==> config.mk <==
export PLATFORM = sky130hd
export DESIGN_NAME = phold_event_queue
export DESIGN_NICKNAME = d
export VERILOG_FILES = /design/src/rtl/phold_event_queue.sv
export SDC_FILE = /design/constraint.sdc
export NUM_CORES = 1
export LEC_CHECK = 0
export CORE_ASPECT_RATIO = 1.4
export CORE_MARGIN = 1
export CORE_UTILIZATION = 56
export DETAILED_ROUTE_END_ITERATION = 8
export PLACE_DENSITY = 0.77
export REMOVE_ABC_BUFFERS = 1
export SETUP_SLACK_MARGIN = 0.15
export SLEW_MARGIN = 20
export SYNTH_ARGS = -nofsm -noshare
export SYNTH_HDL_FRONTEND = slang
export SYNTH_SLANG_ARGS = --single-unit
==> constraint.sdc <==
create_clock -name clk -period 37.2 [get_ports clk]
set_input_delay 7.44 -clock clk [delete_from_list [all_inputs] [get_ports clk]]
set_output_delay 7.44 -clock clk [all_outputs]
set_load 0.005 [all_outputs]
==> src/rtl/phold_event_queue.sv <==
`timescale 1ns/1ps
// phold_event_queue
//   Event queue and dispatcher for a PHOLD-style simulation core. Holds up to
//   2^NQB pending events {time, LP id}. It hands the earliest one to the core,
//   waits for the core's done/ready handshake and queues the event the core
//   produces. It also accepts externally injected events.
//
// Ports
//   clk, rst               clock, synchronous active-high reset
//   in_valid               core ready level (high = idle, result valid)
//   in_time, in_target     event produced by the core
//   inj_valid/time/id      external injection request
//   inj_ready              injection accepted when inj_valid && inj_ready
//   event_valid            one-cycle dispatch strobe to the core
//   event_id, event_time   dispatched event, held until the next dispatch
//   global_time            registered GVT
//   random_out             LFSR word, advanced once per dispatch
//   count                  number of valid queue entries
//   done                   queue drained with the FSM idle
//   overflow               sticky: a core event was dropped on a full queue
module phold_event_queue #(
  parameter int          NIDB     = 3,
  parameter int          NQB      = 4,
  parameter int          NRB      = 8,
  parameter logic [15:0] END_TIME = 16'd1000
) (
  input  logic            clk,
  input  logic            rst,
  input  logic            in_valid,
  input  logic [15:0]     in_time,
  input  logic [NIDB-1:0] in_target,
  input  logic            inj_valid,
  input  logic [15:0]     inj_time,
  input  logic [NIDB-1:0] inj_id,
  output logic            inj_ready,
  output logic            event_valid,
  output logic [NIDB-1:0] event_id,
  output logic [15:0]     event_time,
  output logic [15:0]     global_time,
  output logic [NRB-1:0]  random_out,
  output logic [NQB:0]    count,
  output logic            done,
  output logic            overflow
);

  localparam int DEPTH = 1 << NQB;
  localparam int NLP   = 1 << NIDB;
  localparam logic [NQB:0] FULL_COUNT = (NQB+1)'(DEPTH);
  localparam logic [NQB:0] SEED_COUNT = (NQB+1)'(NLP);

  typedef enum logic [1:0] {S_IDLE, S_SEND, S_WAIT_ACK, S_WAIT_DONE} state_t;

  state_t r_state, w_next;

  logic [DEPTH-1:0] r_valid;
  logic [15:0]      r_time [DEPTH];
  logic [NIDB-1:0]  r_id   [DEPTH];
  logic [NQB:0]     r_count;

  logic [NIDB-1:0]  r_event_id;
  logic [15:0]      r_event_time;
  logic [15:0]      r_global_time;
  logic [NRB-1:0]   r_lfsr;
  logic             r_done;
  logic             r_overflow;

  logic             w_min_found;
  logic [NQB-1:0]   w_min_idx;
  logic [15:0]      w_min_time;
  logic [NQB-1:0]   w_free_idx;
  logic             w_full;
  logic             w_dispatch;
  logic             w_core_req;
  logic             w_core_ins;
  logic             w_core_drop;
  logic             w_inj_rdy;
  logic             w_inj_ins;
  logic             w_ins;
  logic [15:0]      w_ins_time;
  logic [NIDB-1:0]  w_ins_id;
  logic [15:0]      w_gvt;
  logic [NRB-1:0]   w_lfsr_next;

  // Earliest valid entry; strict '<' keeps the lowest index on ties.
  always_comb begin
    w_min_found = 1'b0;
    w_min_idx   = '0;
    w_min_time  = '0;
    for (int unsigned i = 0; i < DEPTH; i++) begin
      if (r_valid[i] && (!w_min_found || r_time[i] < w_min_time)) begin
        w_min_found = 1'b1;
        w_min_idx   = i[NQB-1:0];
        w_min_time  = r_time[i];
      end
    end
  end

  // Lowest-index free slot (meaningful only when not full).
  always_comb begin
    w_free_idx = '0;
    for (int i = DEPTH - 1; i >= 0; i--) begin
      if (!r_valid[i]) w_free_idx = i[NQB-1:0];
    end
  end

  assign w_full      = (r_count == FULL_COUNT);
  assign w_dispatch  = (r_state == S_IDLE) && w_min_found;
  assign w_core_req  = (r_state == S_WAIT_DONE) && in_valid && (in_time < END_TIME);
  assign w_core_ins  = w_core_req && !w_full;
  assign w_core_drop = w_core_req && w_full;
  // A core result in the capture cycle blocks injection even if it is dropped.
  assign w_inj_rdy   = !rst && !w_full && !w_core_req;
  assign w_inj_ins   = inj_valid && w_inj_rdy;
  assign w_ins       = w_core_ins || w_inj_ins;
  assign w_ins_time  = w_core_ins ? in_time   : inj_time;
  assign w_ins_id    = w_core_ins ? in_target : inj_id;

  assign w_lfsr_next = {r_lfsr[NRB-2:0], r_lfsr[7] ^ r_lfsr[5] ^ r_lfsr[4] ^ r_lfsr[3]};

  // GVT: queue minimum, also bounded by the in-flight event outside IDLE.
  always_comb begin
    w_gvt = r_global_time;
    if (r_state != S_IDLE) begin
      w_gvt = (w_min_found && (w_min_time < r_event_time)) ? w_min_time : r_event_time;
    end else if (w_min_found) begin
      w_gvt = w_min_time;
    end
  end

  // FSM: state register
  always_ff @(posedge clk) begin
    if (rst) r_state <= S_IDLE;
    else     r_state <= w_next;
  end

  // FSM: next state
  always_comb begin
    w_next = r_state;
    case (r_state)
      S_IDLE:      if (w_min_found) w_next = S_SEND;
      S_SEND:      w_next = S_WAIT_ACK;
      S_WAIT_ACK:  if (!in_valid) w_next = S_WAIT_DONE;
      S_WAIT_DONE: if (in_valid) w_next = S_IDLE;
      default:     w_next = S_IDLE;
    endcase
  end

  // FSM: outputs
  always_comb begin
    event_valid = (r_state == S_SEND);
    inj_ready   = w_inj_rdy;
  end

  // Queue storage. Removal and insertion never hit the same slot: one is
  // valid, the other free.
  always_ff @(posedge clk) begin
    if (rst) begin
      for (int unsigned i = 0; i < DEPTH; i++) begin
        r_valid[i] <= (i < NLP);
        r_time[i]  <= '0;
        r_id[i]    <= i[NIDB-1:0];
      end
      r_count <= SEED_COUNT;
    end else begin
      if (w_dispatch) r_valid[w_min_idx] <= 1'b0;
      if (w_ins) begin
        r_valid[w_free_idx] <= 1'b1;
        r_time[w_free_idx]  <= w_ins_time;
        r_id[w_free_idx]    <= w_ins_id;
      end
      r_count <= r_count + (NQB+1)'(w_ins) - (NQB+1)'(w_dispatch);
    end
  end

  // Dispatch latch, LFSR, GVT and status flags.
  always_ff @(posedge clk) begin
    if (rst) begin
      r_event_id    <= '0;
      r_event_time  <= '0;
      r_global_time <= '0;
      r_lfsr        <= NRB'(8'hA5);
      r_done        <= 1'b0;
      r_overflow    <= 1'b0;
    end else begin
      if (w_dispatch) begin
        r_event_id   <= r_id[w_min_idx];
        r_event_time <= w_min_time;
        r_lfsr       <= w_lfsr_next;
      end
      r_global_time <= w_gvt;
      if ((r_state == S_IDLE) && (r_count == '0) && !inj_valid) r_done <= 1'b1;
      else if (w_ins)                                            r_done <= 1'b0;
      if (w_core_drop) r_overflow <= 1'b1;
    end
  end

  assign event_id    = r_event_id;
  assign event_time  = r_event_time;
  assign global_time = r_global_time;
  assign random_out  = r_lfsr;
  assign count       = r_count;
  assign done        = r_done;
  assign overflow    = r_overflow;

endmodule

==> reports/metrics.cfg <==
[worst_setup_path]
crit_start=r_valid[0]
slowest_delay_ns=0.54
crit_fanout=24
cp.arrival_ns=36.49
path_buf_inv=27
timing.rr.start=r_valid[0]
critPathLaunchType=register
crit_top_cell=a21oi_2
critPathSlowestCell=or4_4
worst-setup-path-type=register to register
endpoint_kind=register
cp_top_family=compound AO/OA/AOI/OAI gates
worst-endpoint-required_ns=37.60

[sta]
period_share=0.9703
clock.fmax_ghz=0.02770
slew_headroom=0.1664
hold_violations=0
drv_slew=0
finClkSkew_ns=0.02290
layout_min_cycle_time_ns=36.10
tightest_slew_ns=1.247
holdWs_ns=0.4517
setup_violations=0
tns_ns=0

[synth]
synth_area_leader_cell=edfxtp_1
synth_ff_type=edfxtp_1
syn_area_um2=24510
synth_top_area_share=0.3725
ys_seq_area_frac=0.4280
synth_edf_count=304
synth_warnings=0
async_flop_share=0
yosys-top-cells-area=edfxtp_1, ha_1, nor2_1
netlist_instances=2589
syn_avg_cell_area_um2=9.467
yosysUniqueCellTypes=96
yosys_register_bits=372

[routing]
routed_via_density=6.264
routed_wl_um=72060
drt-wirelength-per-cell_um=21.86
firstDrtPassIters=6
route.detailed.drc=0
postRouteAntennaNets=0
num_vias=20645
drtIter0Drc=1842

[status]
status=complete, no violations

[floorplanning]
fp.dieArea_um2=44620
io_pins=94
start_util=0.5683
rows=90
core_area_um2=43130
fp.dieW_um=178.8
die_y_um=249.5

[cells_and_area]
antenna_cells=0
utilization=0.6694
drive_above_1_share=0.1684
n_fill_cell=3290
layout.cells.non_filler=3296
multi_input_area_um2=13670
final-seq-area_um2=10490
area_growth_pct=17.80
num-nets-final=2992

[worst_hold_path]
hp-class=register to register
min-delay-start=global_time[6]

[clocking]
cts.clk_slew.worst_paths_ns=0.06
clock-sinks=372
htree_levels=2
insertion_delay_ns=0.55
root_buffer=clkbuf_16
cts_tree=done
numCtsBuffers=37
cts_max_path_buffers=3

[pwr]
p_leak_nw=11.62
peakVddDrop_v=0.00009183
p_per_area_nw_per_um2=91.13

[global_routing]
overflow=0
track_usage=0.3110
grt_pass1_vias=20222
grt_pass1_wl_um=107100
antenna_found_initial=0
grt_max_degree=80

[placement]
portBuffers=93
place.gp.congestion=0.9921
dp.cells=3171
hpwlAfterDp_um=50610

[job]
drv_cap=0

[worst reg2reg max path: cells and delay by family, from the launching register on]
| kind | cells | cell delay [ns] |
|---|---|---|
| compound gates | 96 | 16.53 |
| simple gates | 59 | 8.64 |
| fa+ha+maj | 16 | 3.97 |
| buf+inv | 27 | 3.30 |
| mux | 11 | 3.15 |
| flops | 1 | 0.39 |
[cell families after synthesis]
group	Yosys count	synth area share
AOI/OAI and AO/OA	543	0.1446
xor gates and xnor gates	8	0.002859
adders and majority gates	238	0.1214
buffers and inverters	331	0.05304
DFF	372	0.4280
muxes	176	0.07724
and+or+nand+nor	921	0.1729
[cell usage after synthesis (all sizes together) (7+ instances only)]
cell    number
or2         12
dfxtp       68
buf         25
edfxtp     304
inv        211
a211oi      39
nor2b       42
o211ai      11
mux2i       71
a21o        43
nand4       45
nand3       42
a211o       13
o21a        18
nor2       380
a31oi       14
o21ai      165
nor3        28
or3         12
a21oi      137
clkbuf      95
nor4        10
nand3b       9
nand2      236
and2        11
o31ai        9
mux2       105
a21boi       7
ha         233
and3        14
and4         7
nand2b      55
[cell usage in the layout, fill, tap and decap left out, types with 11 or more instances in the layout]
master,instances
nand2_1,228
o211ai_1,11
o21ai_1,51
o21ai_0,80
inv_1,210
a211o_1,12
nor2_1,373
ha_1,228
or3_1,11
o21a_1,17
mux2i_4,12
nand4_1,45
clkdlybuf4s50_1,92
mux2_2,95
a21oi_2,27
a21oi_1,109
nand2b_1,54
clkbuf_16,44
a21o_1,42
edfxtp_1,304
nand3_1,42
nor3_1,24
dfxtp_1,67
buf_4,92
mux2i_1,47
and3_1,12
nor2b_1,40
o21ai_2,31
mux2i_2,12
a211oi_1,27
[layer usage]
metal  wire [um]  track usage  up-vias
met5           0            0        -
met4        4166       0.1661        0
met3        4792      0.03778      234
met2       35620       0.5309      914
met1       27480       0.3784     9947
li1            -            -     9550
[flip-flops by register name, indices dropped and copies added, names as in the netlist, 3 cells and up]
register     cells
count            5
event_id         3
event_time      16
global_time     16
r_id            48
r_time         256
r_valid         16
random_out       8
[worst paths after layout]
path                            slack [ns]              to  cells after the start
worst max-delay path                  1.10  global_time[8]                    209
worst min-delay path                  0.45  global_time[6]                      2
worst max register to register        1.10  global_time[8]                    209
worst min register to register        0.45  global_time[6]                      2
[power by group]
part / leakage, nW / switching [mW] / internal (mW) / total [mW]
clock: 0.614 / 0.167 / 0.230 / 0.397
sequential: 3.62 / 0.0412 / 0.499 / 0.540
combinational: 7.39 / 0.969 / 0.726 / 1.69
total: 11.6 / 1.18 / 1.45 / 2.63
[per-stage QoR]
step                      area [um2]  worst slack, ns  total power [mW]
after floorplan                24000           -3.639             1.561
after global placement         26190          -0.3171             1.970
after detailed placement       26200           -1.579             2.024
after CTS                      27610           0.1525             2.451
after global routing           28870          -0.9094             2.804
final                          28870            1.105             2.631
[timing repair]
action                                  CTS  global route
hold buffers                              0             0
setup buffers                             6            43
pin swaps                                 3            50
endpoints found under the setup margin   34            51
cloned                                    0             9
resized for setup                        30           218
[area by class of cell]
cell class | count | share of cell area
Inverter | 211 | 0.02743
Tap cell | 552 | 0.02392
Sequential cell | 372 | 0.3635
Multi-Input combinational cell | 1889 | 0.4736
Clock buffer | 52 | 0.03723
Timing Repair Buffer | 205 | 0.06791
Clock inverter | 15 | 0.006414
Power figures use the tool's default switching activity.
